<file path="config.mk">
export PLATFORM = sky130hd
export DESIGN_NAME = vga_fb_arbiter
export DESIGN_NICKNAME = d
export VERILOG_FILES = /design/src/rtl/vga_fb_arbiter.sv
export SDC_FILE = /design/constraint.sdc
export NUM_CORES = 1
export LEC_CHECK = 0
export ABC_AREA = 1
export ABC_CLOCK_PERIOD_IN_PS = 4600
export CAP_MARGIN = 20
export CORE_MARGIN = 10
export CORE_UTILIZATION = 49
export CTS_CLUSTER_DIAMETER = 200
export DETAILED_ROUTE_END_ITERATION = 6
export PLACE_DENSITY = 0.85
export RECOVER_POWER = 25
export SLEW_MARGIN = 20
export SYNTH_ARGS = -nofsm -noshare
export SYNTH_HDL_FRONTEND = slang
export SYNTH_SLANG_ARGS = --single-unit
</file>
<file path="constraint.sdc">
create_clock -name i_clk -period 4.6 [get_ports i_clk]
set_input_delay 0.92 -clock i_clk [delete_from_list [all_inputs] [get_ports i_clk]]
set_output_delay 0.92 -clock i_clk [all_outputs]
set_load 0.02 [all_outputs]
</file>
<file path="src/rtl/vga_fb_arbiter.sv">
// Frame-buffer SRAM arbiter: fixed-latency display reads, renderer writes queued into idle cycles.
// Optional double buffering is enabled by defining VGA_FB_DBUF_EN.
module vga_fb_arbiter #(
    parameter int FB_W     = 400,
    parameter int FB_H     = 225,
    parameter int SHIFT    = 2,
    parameter int WQ_DEPTH = 4
) (
    input  logic        i_clk,
    input  logic        i_rst,
    input  logic [11:0] i_H_to_be_rendered,
    input  logic [10:0] i_V_to_be_rendered,
    input  logic        i_to_be_rendered_valid,
    input  logic [31:0] i_frame_counter,
    output logic [23:0] o_color,
    input  logic        i_wr_valid,
    output logic        o_wr_ready,
    input  logic [8:0]  i_wr_x,
    input  logic [7:0]  i_wr_y,
    input  logic [15:0] i_wr_data,
    input  logic        i_swap_req,
    output logic        o_swap_done,
    output logic        o_front_buf,
    output logic [19:0] o_mem_addr,
    output logic        o_mem_we,
    output logic [15:0] o_mem_wdata,
    input  logic [15:0] i_mem_rdata
);

    localparam int          AW        = $clog2(WQ_DEPTH);
    localparam logic [19:0] L_FB_W    = 20'(FB_W);
    localparam logic [19:0] L_FB_H    = 20'(FB_H);
    localparam logic [19:0] L_FB_SIZE = 20'(FB_W * FB_H);

    typedef enum logic [1:0] {S_IDLE, S_READ, S_WRITE} state_t;

    state_t      r_state;
    logic [35:0] r_wq [WQ_DEPTH];
    logic [AW-1:0] r_wr_ptr;
    logic [AW-1:0] r_rd_ptr;
    logic [AW:0] r_count;
    logic        r_rd_v2;

    logic [19:0] w_front_base;
    logic [19:0] w_back_base;
    logic [19:0] w_px_x;
    logic [19:0] w_px_y;
    logic [19:0] w_rd_addr;
    logic [19:0] w_wr_addr;
    logic        w_full;
    logic        w_in_range;
    logic        w_push;
    logic        w_pop;

`ifdef VGA_FB_DBUF_EN
    logic [31:0] r_frame;
    logic        r_swap_pend;
    logic        w_boundary;

    assign w_front_base = o_front_buf ? L_FB_SIZE : 20'd0;
    assign w_back_base  = o_front_buf ? 20'd0 : L_FB_SIZE;
    assign w_boundary   = (i_frame_counter != r_frame);

    // A request seen in a boundary cycle only arms the flag, so it lands one frame later.
    always_ff @(posedge i_clk) begin
        r_frame <= i_frame_counter;
        if (i_rst) begin
            o_front_buf <= 1'b0;
            o_swap_done <= 1'b0;
            r_swap_pend <= 1'b0;
        end else begin
            o_swap_done <= 1'b0;
            if (w_boundary && r_swap_pend) begin
                o_front_buf <= ~o_front_buf;
                o_swap_done <= 1'b1;
                r_swap_pend <= 1'b0;
            end else if (i_swap_req) begin
                r_swap_pend <= 1'b1;
            end
        end
    end
`else
    logic w_unused;

    assign w_unused     = ^{i_swap_req, i_frame_counter};
    assign w_front_base = 20'd0;
    assign w_back_base  = 20'd0;
    assign o_front_buf  = 1'b0;
    assign o_swap_done  = 1'b0;
`endif

    assign w_px_x     = ({8'd0, i_H_to_be_rendered} - 20'd1) >> SHIFT;
    assign w_px_y     = ({9'd0, i_V_to_be_rendered} - 20'd1) >> SHIFT;
    assign w_rd_addr  = w_front_base + w_px_y * L_FB_W + w_px_x;
    assign w_wr_addr  = w_back_base + {12'd0, i_wr_y} * L_FB_W + {11'd0, i_wr_x};

    assign w_full     = (r_count == (AW+1)'(WQ_DEPTH));
    assign o_wr_ready = ~w_full;
    assign w_in_range = ({11'd0, i_wr_x} < L_FB_W) && ({12'd0, i_wr_y} < L_FB_H);
    assign w_push     = i_wr_valid && ~w_full && w_in_range;
    assign w_pop      = ~i_to_be_rendered_valid && (r_count != '0);

    always_ff @(posedge i_clk) begin
        if (w_push) begin
            r_wq[r_wr_ptr] <= {w_wr_addr, i_wr_data};
        end
    end

    // Display requests take the SRAM unconditionally; the queue only drains in their gaps.
    always_ff @(posedge i_clk) begin
        if (i_rst) begin
            r_state     <= S_IDLE;
            r_wr_ptr    <= '0;
            r_rd_ptr    <= '0;
            r_count     <= '0;
            r_rd_v2     <= 1'b0;
            o_mem_addr  <= 20'd0;
            o_mem_we    <= 1'b0;
            o_mem_wdata <= 16'd0;
            o_color     <= 24'd0;
        end else begin
            if (i_to_be_rendered_valid) begin
                r_state    <= S_READ;
                o_mem_addr <= w_rd_addr;
                o_mem_we   <= 1'b0;
            end else if (w_pop) begin
                r_state     <= S_WRITE;
                o_mem_addr  <= r_wq[r_rd_ptr][35:16];
                o_mem_wdata <= r_wq[r_rd_ptr][15:0];
                o_mem_we    <= 1'b1;
                r_rd_ptr    <= r_rd_ptr + 1'b1;
            end else begin
                r_state  <= S_IDLE;
                o_mem_we <= 1'b0;
            end

            if (w_push) begin
                r_wr_ptr <= r_wr_ptr + 1'b1;
            end
            r_count <= r_count + (AW+1)'(w_push) - (AW+1)'(w_pop);

            r_rd_v2 <= (r_state == S_READ);
            o_color <= r_rd_v2 ? {i_mem_rdata[15:11], i_mem_rdata[15:13],
                                  i_mem_rdata[10:5],  i_mem_rdata[10:9],
                                  i_mem_rdata[4:0],   i_mem_rdata[4:2]} : 24'd0;
        end
    end

endmodule

</file>
==> results of run 1 <==
[cell usage after synthesis (all sizes together)]
cell type	count	area [um2]
a32o	3	30.0
or2	2	12.5
nand4	6	37.5
and2	2	12.5
xnor2	14	130
dfxtp	64	1280
xor2	22	200
nor3	2	15.0
and3	1	6.26
o21bai	5	37.5
o221ai	5	43.8
nor2	175	702
a21o	4	30.0
o311ai	1	8.76
o211ai	1	7.51
o22ai	7	43.8
ha	84	1050
a21oi	42	229
buf	28	163
nand3b	3	22.5
a31oi	25	156
o2111ai	3	26.3
nand2	183	704
nand3	36	185
clkbuf	18	67.6
edfxtp	136	4080
mux2i	1	10.0
conb	1	3.75
a221o	1	10.0
o21ai	103	519
fa	14	280
inv	164	616
[state kept, by name (all words and copies together), names as in the netlist, named ones only]
signal,cells
r_wq,136
r_count,3
o_mem_addr,20
r_rd_v2,1
o_mem_wdata,16
r_state,1
r_wr_ptr,2
o_mem_we,1
o_color,16
r_rd_ptr,2
[layout make-up]
| type | instances | share of cell area |
|---|---|---|
| Inverter | 164 | 0.0443 |
| Antenna cell | 1 | 0.000180 |
| Tap cell | 280 | 0.0252 |
| Multi-Input combinational cell | 747 | 0.360 |
| Timing Repair Buffer | 212 | 0.139 |
| Sequential cell | 200 | 0.386 |
| Clock inverter | 14 | 0.0135 |
| Clock buffer | 18 | 0.0316 |
[repair_timing]
action,CTS,global route
setup buffers,4,7
pin swaps,30,53
setup endpoints to repair,8,9
resized for setup,32,75
[cells in the final DEF, fill, tap and decap left out, drive strengths merged, types with 42 or more instances in the layout]
master         count
a21oi             42
buf               78
clkdlybuf4s50    107
dfxtp             64
edfxtp           136
ha                84
inv              174
nand2            183
nor2             175
o21ai            103
[power groups by stage]
stage / clock (uW) / combinational [uW] / sequential [uW]
finish: 1550 / 2500 / 2340
floorplan: 0 / 1340 / 2490
detailed placement: 0 / 2320 / 2380
CTS: 1570 / 2400 / 2340
global route: 1650 / 2760 / 2360
global placement: 0 / 2260 / 2370
[kinds of logic (layout without fill, tap and decap cells)]
logic type	count (synthesis)	count (layout)	synth area share
AND/OR/NAND/NOR	410	410	0.158
other	1	3	0.000350
XOR/XNOR	36	36	0.0308
flip-flops	200	200	0.500
multiplexers	1	1	0.000933
adder cells (fa/ha/maj)	98	98	0.124
AO/OA/AOI/OAI	200	200	0.106
buffers and inverters	210	408	0.0789
[metrics by stage]
| step | instances | hold slack [ps] | setup slack, ps |
|---|---|---|---|
| final | 1636 | 419 | 42.9 |
| after global routing | 1636 | 436 | -192 |
| after CTS | 1628 | 424 | 6.63 |
| after detailed placement | 1592 | 413 | -854 |
| after global placement | 1592 | 404 | -738 |
| after floorplan | 1157 | 404 | 0.177 |
[worst paths after layout]
check,slack [ps],from,depth (start not counted),to
worst max register to register,2110,flop,8,o_mem_addr[16]$_SDFFE_PP0P_
worst min register to register,420,o_mem_we$_SDFF_PP0_,1,r_rd_v2$_SDFF_PP0_
worst min-delay path,420,o_mem_we$_SDFF_PP0_,1,r_rd_v2$_SDFF_PP0_
worst max-delay path,40,i_V_to_be_rendered[4],33,o_mem_addr[19]$_SDFFE_PP0P_
[per-layer routing]
metal / routed length, um / GRT usage / up-vias
met1: 10100 / 0.198 / 3995
met4: 654 / 0.0746 / 2
met3: 1460 / 0.0354 / 54
li1: - / - / 4202
met2: 14100 / 0.333 / 292
met5: 13 / 0 / -
==> run metrics, run 1 <==
die area=approximately 28,000 um2; Sw Pwr=2340 uW; yosys warns=0; number of DRC markers in iteration 0=between 600 and 700; clk sinks=200; detailed-route via count=~8,500; Sw Share=0.367; layout cells sized above 1=0.181; Crit Path Class=input pin to flop; Die Height=~170 um; post-route total power=between 6000 and 7000 uW; Placer Congestion=between 0.9 and 1; LEAKAGE=0.00595 uW; largest net degree at the start of global routing=71; Clock power frac=0.242; latest clock arrival within the worst-skew pair=~440 ps; Max Root-Sink Buffers=2; multi-input logic area=about 5000 um2; Crit. End Element=flop; hold violation count in the final report=0; Syn Area/Cell=between 9 and 10 um2; DR DRC count=0; fillers=between 1,500 and 2,000; CP max stage cell=fa_1; Detail Route Antenna Nets=0; CTS tree=yes; #FFs+latches synth=200; VDD IR max=between 0.0002 and 0.0003 V; Logic pwr share=0.391; DP Area=roughly 13,000 um2; Overall Global Routing Usage=0.181; num rows=54; H-tree lvl count=4; Final setup viols=0; CTS Buf Count=17; final worst-path cycle share=0.991; Post-DP HPWL=roughly 18 mm; top cell family by delay on the critical path=simple AND/OR/NAND/NOR gates; Hold Crit Class=flop to flop; Final Util=0.640; Critical Path RT=4970 ps; Int Pwr=between 4000 and 5000 uW; max frequency=approximately 0.22 GHz; Clock Pin Slew Worst Setup and Hold Paths=roughly 80 ps; clock root cell=clkbuf_16; Bufs and invs on worst path=5; die width=168 um; Core Region=~22,000 um2; failing checks=capacitance limit, slew limit; GR Overflow Total=0; Tmin final=4560 ps; Sequential Power Share=0.366; RSZ-0062 raised after global routing=true; # IOs=between 150 and 200; register area=~5400 um2; Starting Density=0.495; library cells used by synthesis=46; Slew @ Worst Pin=1750 ps; status=complete, but fails checks; hold buffers post-CTS=0; drt first pass iters=5; Setup TNS=0 ps; drt via density=5.22; WL per Instance=between 15 and 20 um; crit-path max cell delay=roughly 490 ps; synthesized area=approximately 11,000 um2; Worst EP arrival=just under 5000 ps; first-pass GRT wire length=between 40 and 50 mm; slew margin rel.=-0.168; CP max FO=4; most frequent CP cell=nand2_2; Syn Inst Count=roughly 1,200; sequential share of the synthesized area=0.500; PortBufs=~140; Pwr Density=around 460 nW/um2; vias in the first global route=around 9,000; Final nets=1,549; startpoint types=input pin; Max Cap Viol=1; fin area=about 14,000 um2; Syn-to-layout area delta=29.5%; Final Skew=between 10 and 15 ps; initial antenna violation count=2; final wirelength=26.3 mm; Slew Viols, Final=38
Power figures use the tool's default switching activity.
==> inputs of run 2 (changes only) <==
--- a/config.mk
+++ b/config.mk
@@ -14,6 +14,7 @@
 export DETAILED_ROUTE_END_ITERATION = 6
 export PLACE_DENSITY = 0.85
 export RECOVER_POWER = 25
+export SETUP_SLACK_MARGIN = 0.15
 export SLEW_MARGIN = 20
 export SYNTH_ARGS = -nofsm -noshare
 export SYNTH_HDL_FRONTEND = slang
==> run metrics, run 2 (synthesis gave the netlist of run 1 again) <==
final wirelength=27.3 mm (was 26.3 mm); top cell family by delay on the critical path=adder cells (was simple AND/OR/NAND/NOR gates); final worst-path cycle share=0.998 (was 0.991); Overall Global Routing Usage=0.181 (about the same); # IOs=173 (unchanged); Hold Crit Class=flop to flop (unchanged); CP max stage cell=fa_1 (unchanged); crit-path max cell delay=520 ps (was 490 ps); Core Region=21,700 um2 (unchanged); Die Height=168 um (unchanged); fin area=14,200 um2 (was 13,900 um2); Post-DP HPWL=18.1 mm (was 18.0 mm); CP max FO=4 (unchanged); PortBufs=137 (unchanged); Bufs and invs on worst path=8 (was 5); largest net degree at the start of global routing=71 (unchanged); Detail Route Antenna Nets=0 (unchanged); Clock Pin Slew Worst Setup and Hold Paths=80 ps (about the same); die width=168 um (unchanged); initial antenna violation count=2 (unchanged); Placer Congestion=0.944 (was 0.937); Pwr Density=463 nW/um2 (was 460 nW/um2); hold violation count in the final report=0 (unchanged); WL per Instance=16.6 um (was 16.1 um); Tmin final=4590 ps (was 4560 ps); detailed-route via count=8,639 (was 8,545); DP Area=13,000 um2 (was 12,900 um2); most frequent cells in the layout=144 x nor2_1, 142 x nand2_1, 136 x edfxtp_1 (was 147 x nor2_1, 147 x nand2_1, 143 x inv_1); LEAKAGE=0.00602 uW (was 0.00595 uW); status=completed (was complete, but fails checks); RSZ-0062 raised after global routing=true (unchanged); Final setup viols=0 (unchanged); max frequency=0.218 GHz (was 0.219 GHz); CTS tree=yes (unchanged); clk sinks=200 (unchanged); most frequent CP cell=nand2_2 (unchanged); Starting Density=0.495 (unchanged); drt first pass iters=5 (unchanged); clock root cell=clkbuf_16 (unchanged); layout cells sized above 1=0.209 (was 0.181); Syn-to-layout area delta=32.1% (was 29.5%); Max Cap Viol=0 (was 1); Slew Viols, Final=0 (was 38); CTS Buf Count=17 (unchanged); number of DRC markers in iteration 0=625 (was 623); H-tree lvl count=4 (unchanged); commonest non-fill, non-tap cell in the layout=nor2_1; Slew @ Worst Pin=1050 ps (was 1750 ps); VDD IR max=0.000288 V (was 0.000260 V); Max Root-Sink Buffers=2 (unchanged); Worst EP arrival=4920 ps (was 4930 ps); hold buffers post-CTS=0 (unchanged); startpoint types=input pin (unchanged); Final Skew=9.43 ps (was 14.0 ps); latest clock arrival within the worst-skew pair=440 ps (about the same); Final Non-Filler Cells=1,647 (was 1,636); GR Overflow Total=0 (unchanged); num rows=54 (unchanged); Critical Path RT=4930 ps (was 4970 ps); drt via density=5.25 (was 5.22); Largest Register=r_wq (unchanged); first-pass GRT wire length=42.2 mm (was 42.0 mm); slew margin rel.=0.302 (was -0.168); placed cell count=1,593 (was 1,592); die area=28,200 um2 (unchanged); fillers=1,561 (was 1,605); Crit. End Element=flop (unchanged); DR DRC count=0 (unchanged); Regs by FF count=r_wq (136), o_mem_addr (20) (unchanged); Final nets=1,559 (was 1,549); Crit Path Class=input pin to flop (unchanged); vias in the first global route=8,818 (was 8,744); max reg flops=136 (unchanged)
[run 2: changes by cell type in the layout (fill, tap and decap cells not counted), sizes merged]
cell           delta
dlymetal6s2s      -1
buf              +14
dlygate4sd2       +2
clkinv            +4
clkdlybuf4s50     -1
diode             +1
inv               -3
bufinv            +1
clkinvlp          -1
clkbuf            -5
[run 2: where the power goes]
part           internal, uW  switching (uW)  total, uW
combinational          1080            1570       2640
sequential             2230             116       2350
clock                   837             723       1560
total                  4150            2400       6550
[run 2: worst paths after layout]
path	start	end	slack, ps	cells after the start
hold / removal	r_state[0]$_SDFF_PP0_	r_rd_v2$_SDFF_PP0_	430	2
hold reg to reg	r_state[0]$_SDFF_PP0_	r_rd_v2$_SDFF_PP0_	430	2
setup reg to reg	flop	o_mem_addr[16]$_SDFFE_PP0P_	2160	8
setup / recovery	i_V_to_be_rendered[4]	o_mem_addr[17]$_SDFFE_PP0P_	7	32
[run 2: worst register-to-register path: cells and delay by family (launching register included)]
kind	cells	cell delay (ps)
compound gates	3	490
buf+inv	2	1230
flops	1	310
simple gates	3	340
[run 2: area by class of cell]
type                       count  area (um2)  share of cell area
antenna                        2        5.00            0.000353
clock buffer                  17         425              0.0300
clock inverter                15         205              0.0145
inverter                     164         616              0.0435
multi-input combinational    747        5180               0.365
sequential                   200        5370               0.379
tap                          280         350              0.0247
timing repair buffer         222        2020               0.143
[run 2: metrics by stage]
| step | hold slack (ps) | utilization | worst slack, ps | setup TNS (ps) | total power (uW) |
|---|---|---|---|---|---|
| final | 425 | 0.653 | 7.34 | 0 | 6550 |
| after global routing | 468 | 0.653 | -206 | -905 | 6910 |
| after CTS | 424 | 0.632 | 153 | 0 | 6350 |
| after detailed placement | 413 | 0.597 | -772 | -5740 | 4720 |
| after global placement | 398 | 0.597 | -706 | -4900 | 4640 |
| after floorplan | 404 | - | 14.5 | 0 | 3850 |
[run 2: routing by layer]
metal / part of all wire / wire length, um / global-route usage / vias up
li1: - / - / - / 4219
met1: 0.39 / 10800 / 0.199 / 4100
met2: 0.53 / 14400 / 0.334 / 269
met3: 0.054 / 1470 / 0.0326 / 51
met4: 0.027 / 743 / 0.0780 / 0
met5: 0 / 0 / 0 / -
[run 2: repair_timing]
item | in CTS | in global routing
cloned | 0 | 0
setup buffers | 9 | 11
resized for setup | 62 | 87
endpoints found under the setup margin | 9 | 9
pin swaps | 44 | 84
==> inputs of run 3 (changes only) <==
--- a/config.mk
+++ b/config.mk
@@ -8,7 +8,7 @@
 export ABC_AREA = 1
 export ABC_CLOCK_PERIOD_IN_PS = 4600
 export CAP_MARGIN = 20
-export CORE_MARGIN = 10
+export CORE_MARGIN = 3
 export CORE_UTILIZATION = 49
 export CTS_CLUSTER_DIAMETER = 200
 export DETAILED_ROUTE_END_ITERATION = 6
==> run metrics, run 3 (synthesis gave the netlist of run 1 again) <==
Sequential Power Share=0.361 (was 0.359); Die Height=154 um (was 168 um); LEAKAGE=0.00603 uW (was 0.00602 uW); Hold Crit Class=flop to flop (unchanged); Overall Global Routing Usage=0.216 (was 0.181); Syn-to-layout area delta=32.3% (was 32.1%); top cell family by delay on the critical path=simple AND/OR/NAND/NOR gates (was adder cells); status=complete, but fails checks (was completed); Largest Register=r_wq (unchanged); Sw Share=0.374 (was 0.367); fillers=1,471 (was 1,561); final worst-path cycle share=0.989 (was 0.998); R2R Setup Slk=2190 ps (was 2160 ps); Critical Path Start=i_V_to_be_rendered[1] (was i_V_to_be_rendered[4]); H-tree lvl count=4 (unchanged); DR DRC count=0 (unchanged); Final Skew=11.3 ps (was 9.43 ps); Slew Viols, Final=38 (was 0); drt via density=5.37 (was 5.25); Register-to-Register Path Depth=6 (was 8); Placer Congestion=0.901 (was 0.944); Int Pwr=4080 uW (was 4150 uW); Final setup viols=0 (unchanged); max frequency=0.220 GHz (was 0.218 GHz); VDD IR max=0.000243 V (was 0.000288 V); largest net degree at the start of global routing=70 (was 71); Clock power frac=0.223 (was 0.238); Clock Pin Slew Worst Setup and Hold Paths=80 ps (about the same); max reg flops=136 (unchanged); Crit Path Class=input pin to flop (unchanged); drt first pass iters=7 (was 5); Sw Pwr=2440 uW (was 2400 uW); final wirelength=27.2 mm (was 27.3 mm); RSZ-0062 raised after global routing=true (unchanged); Final nets=1,563 (was 1,559); Worst R2R Start=r_count[1]$_SDFF_PP0_; Worst EP arrival=4850 ps (was 4920 ps); CTS Buf Count=17 (unchanged); Max Root-Sink Buffers=2 (unchanged); WL per Instance=16.5 um (was 16.6 um); Pwr Density=460 nW/um2 (was 463 nW/um2); Starting Density=0.504 (was 0.495); Logic pwr share=0.416 (was 0.404); clock root cell=clkbuf_16 (unchanged); clk sinks=200 (unchanged); Critical Path RT=4900 ps (was 4930 ps); # IOs=173 (unchanged); RR Endpoint=r_wq[1][18]$_DFFE_PP_ (was o_mem_addr[16]$_SDFFE_PP0P_); Crit. End Element=flop (unchanged); PortBufs=137 (unchanged); Min Hold Slack=438 ps (was 425 ps); crit-path max cell delay=380 ps (was 520 ps); CP Capture Point=o_mem_addr[14]$_SDFFE_PP0P_ (was o_mem_addr[17]$_SDFFE_PP0P_); Bufs and invs on worst path=3 (was 8); Post-DP HPWL=17.6 mm (was 18.1 mm); commonest non-fill, non-tap cell in the layout=nor2_1 (unchanged); slew margin rel.=-0.162 (was 0.302); Regs by FF count=r_wq (136), o_mem_addr (20) (unchanged); num rows=53 (was 54); layout cells sized above 1=0.214 (was 0.209); die area=23,700 um2 (was 28,200 um2); vias in the first global route=8,905 (was 8,818); most frequent cells in the layout=144 x nor2_1, 139 x nand2_1, 139 x inv_1 (was 144 x nor2_1, 142 x nand2_1, 136 x edfxtp_1); CP max FO=4 (unchanged); latest clock arrival within the worst-skew pair=440 ps (about the same); Max Cap Viol=1 (was 0); Tmin final=4550 ps (was 4590 ps); hold violation count in the final report=0 (unchanged); startpoint types=input pin (unchanged); initial antenna violation count=1 (was 2); number of DRC markers in iteration 0=736 (was 625); post-route total power=6520 uW (was 6550 uW); Detail Route Antenna Nets=0 (unchanged); Core Region=21,300 um2 (was 21,700 um2); die width=154 um (was 168 um); CTS tree=yes (unchanged); CP max stage cell=ha_1 (was fa_1); Slew @ Worst Pin=1740 ps (was 1050 ps); failing checks=capacitance limit, slew limit; hold buffers post-CTS=0 (unchanged); first-pass GRT wire length=41.8 mm (was 42.2 mm); cell count along the critical path=26 (was 32); detailed-route via count=8,833 (was 8,639); GR Overflow Total=0 (unchanged)
## run 3: cell count changes in the layout (fill, tap and decap cells not counted), sizes merged
| cell | change |
|---|---|
| clkbuf | +2 |
| clkinv | -2 |
| buf | +3 |
| bufinv | -2 |
| inv | +2 |
| diode | -1 |
| clkinvlp | +1 |
## run 3: layer usage
metal	up-vias	global-route usage	routed length, um
met5	-	0	0
met4	0	0.0875	773
met3	56	0.0310	1640
met2	359	0.397	14200
met1	4189	0.253	10500
li1	4229	-	-
## run 3: layout make-up
type / count / area (um2) / share of cell area
clock buffer: 18 / 429 / 0.0302
tap: 275 / 344 / 0.0242
timing repair buffer: 226 / 2070 / 0.146
antenna: 1 / 2.50 / 0.000176
sequential: 200 / 5370 / 0.378
multi-input combinational: 747 / 5220 / 0.368
inverter: 164 / 616 / 0.0434
clock inverter: 14 / 145 / 0.0102
## run 3: how the worst min path moves through the flow
stage / from / to / depth (start not counted)
after detailed placement: r_state[0]$_SDFF_PP0_ / r_rd_v2$_SDFF_PP0_ / 2
after floorplan: r_state[0]$_SDFF_PP0_ / r_rd_v2$_SDFF_PP0_ / 2
after global placement: o_mem_we$_SDFF_PP0_ / r_rd_v2$_SDFF_PP0_ / 1
after global routing: r_state[0]$_SDFF_PP0_ / r_rd_v2$_SDFF_PP0_ / 2
after CTS: o_mem_we$_SDFF_PP0_ / r_rd_v2$_SDFF_PP0_ / 1
final: o_mem_we$_SDFF_PP0_ / r_rd_v2$_SDFF_PP0_ / 1
## run 3: what timing repair did
item,in CTS,in global routing
pin swaps,52,76
hold endpoints to repair,0,0
gates resized for setup,57,95
cloned,0,0
setup endpoints to repair,9,9
setup buffers,14,6
## run 3: power groups by stage
stage	registers (uW)	logic, uW	clock network [uW]
final	2350	2710	1460
after global routing	2370	2950	1540
after CTS	2350	2450	1470
after detailed placement	2380	2340	0
after global placement	2370	2260	0
after floorplan	2490	1360	0
## run 3: through the flow
stage                     TNS (ps)  instance area, um2   util  setup WS [ps]  instances
after CTS                        0               13700  0.645           76.6       1637
after global routing          -687               14200  0.667           -143       1645
after global placement       -5150               13000  0.610           -726       1591
after detailed placement     -6080               13000  0.610           -851       1591
after floorplan                  0               10900      -           14.5       1157
final                            0               14200  0.667           48.5       1645
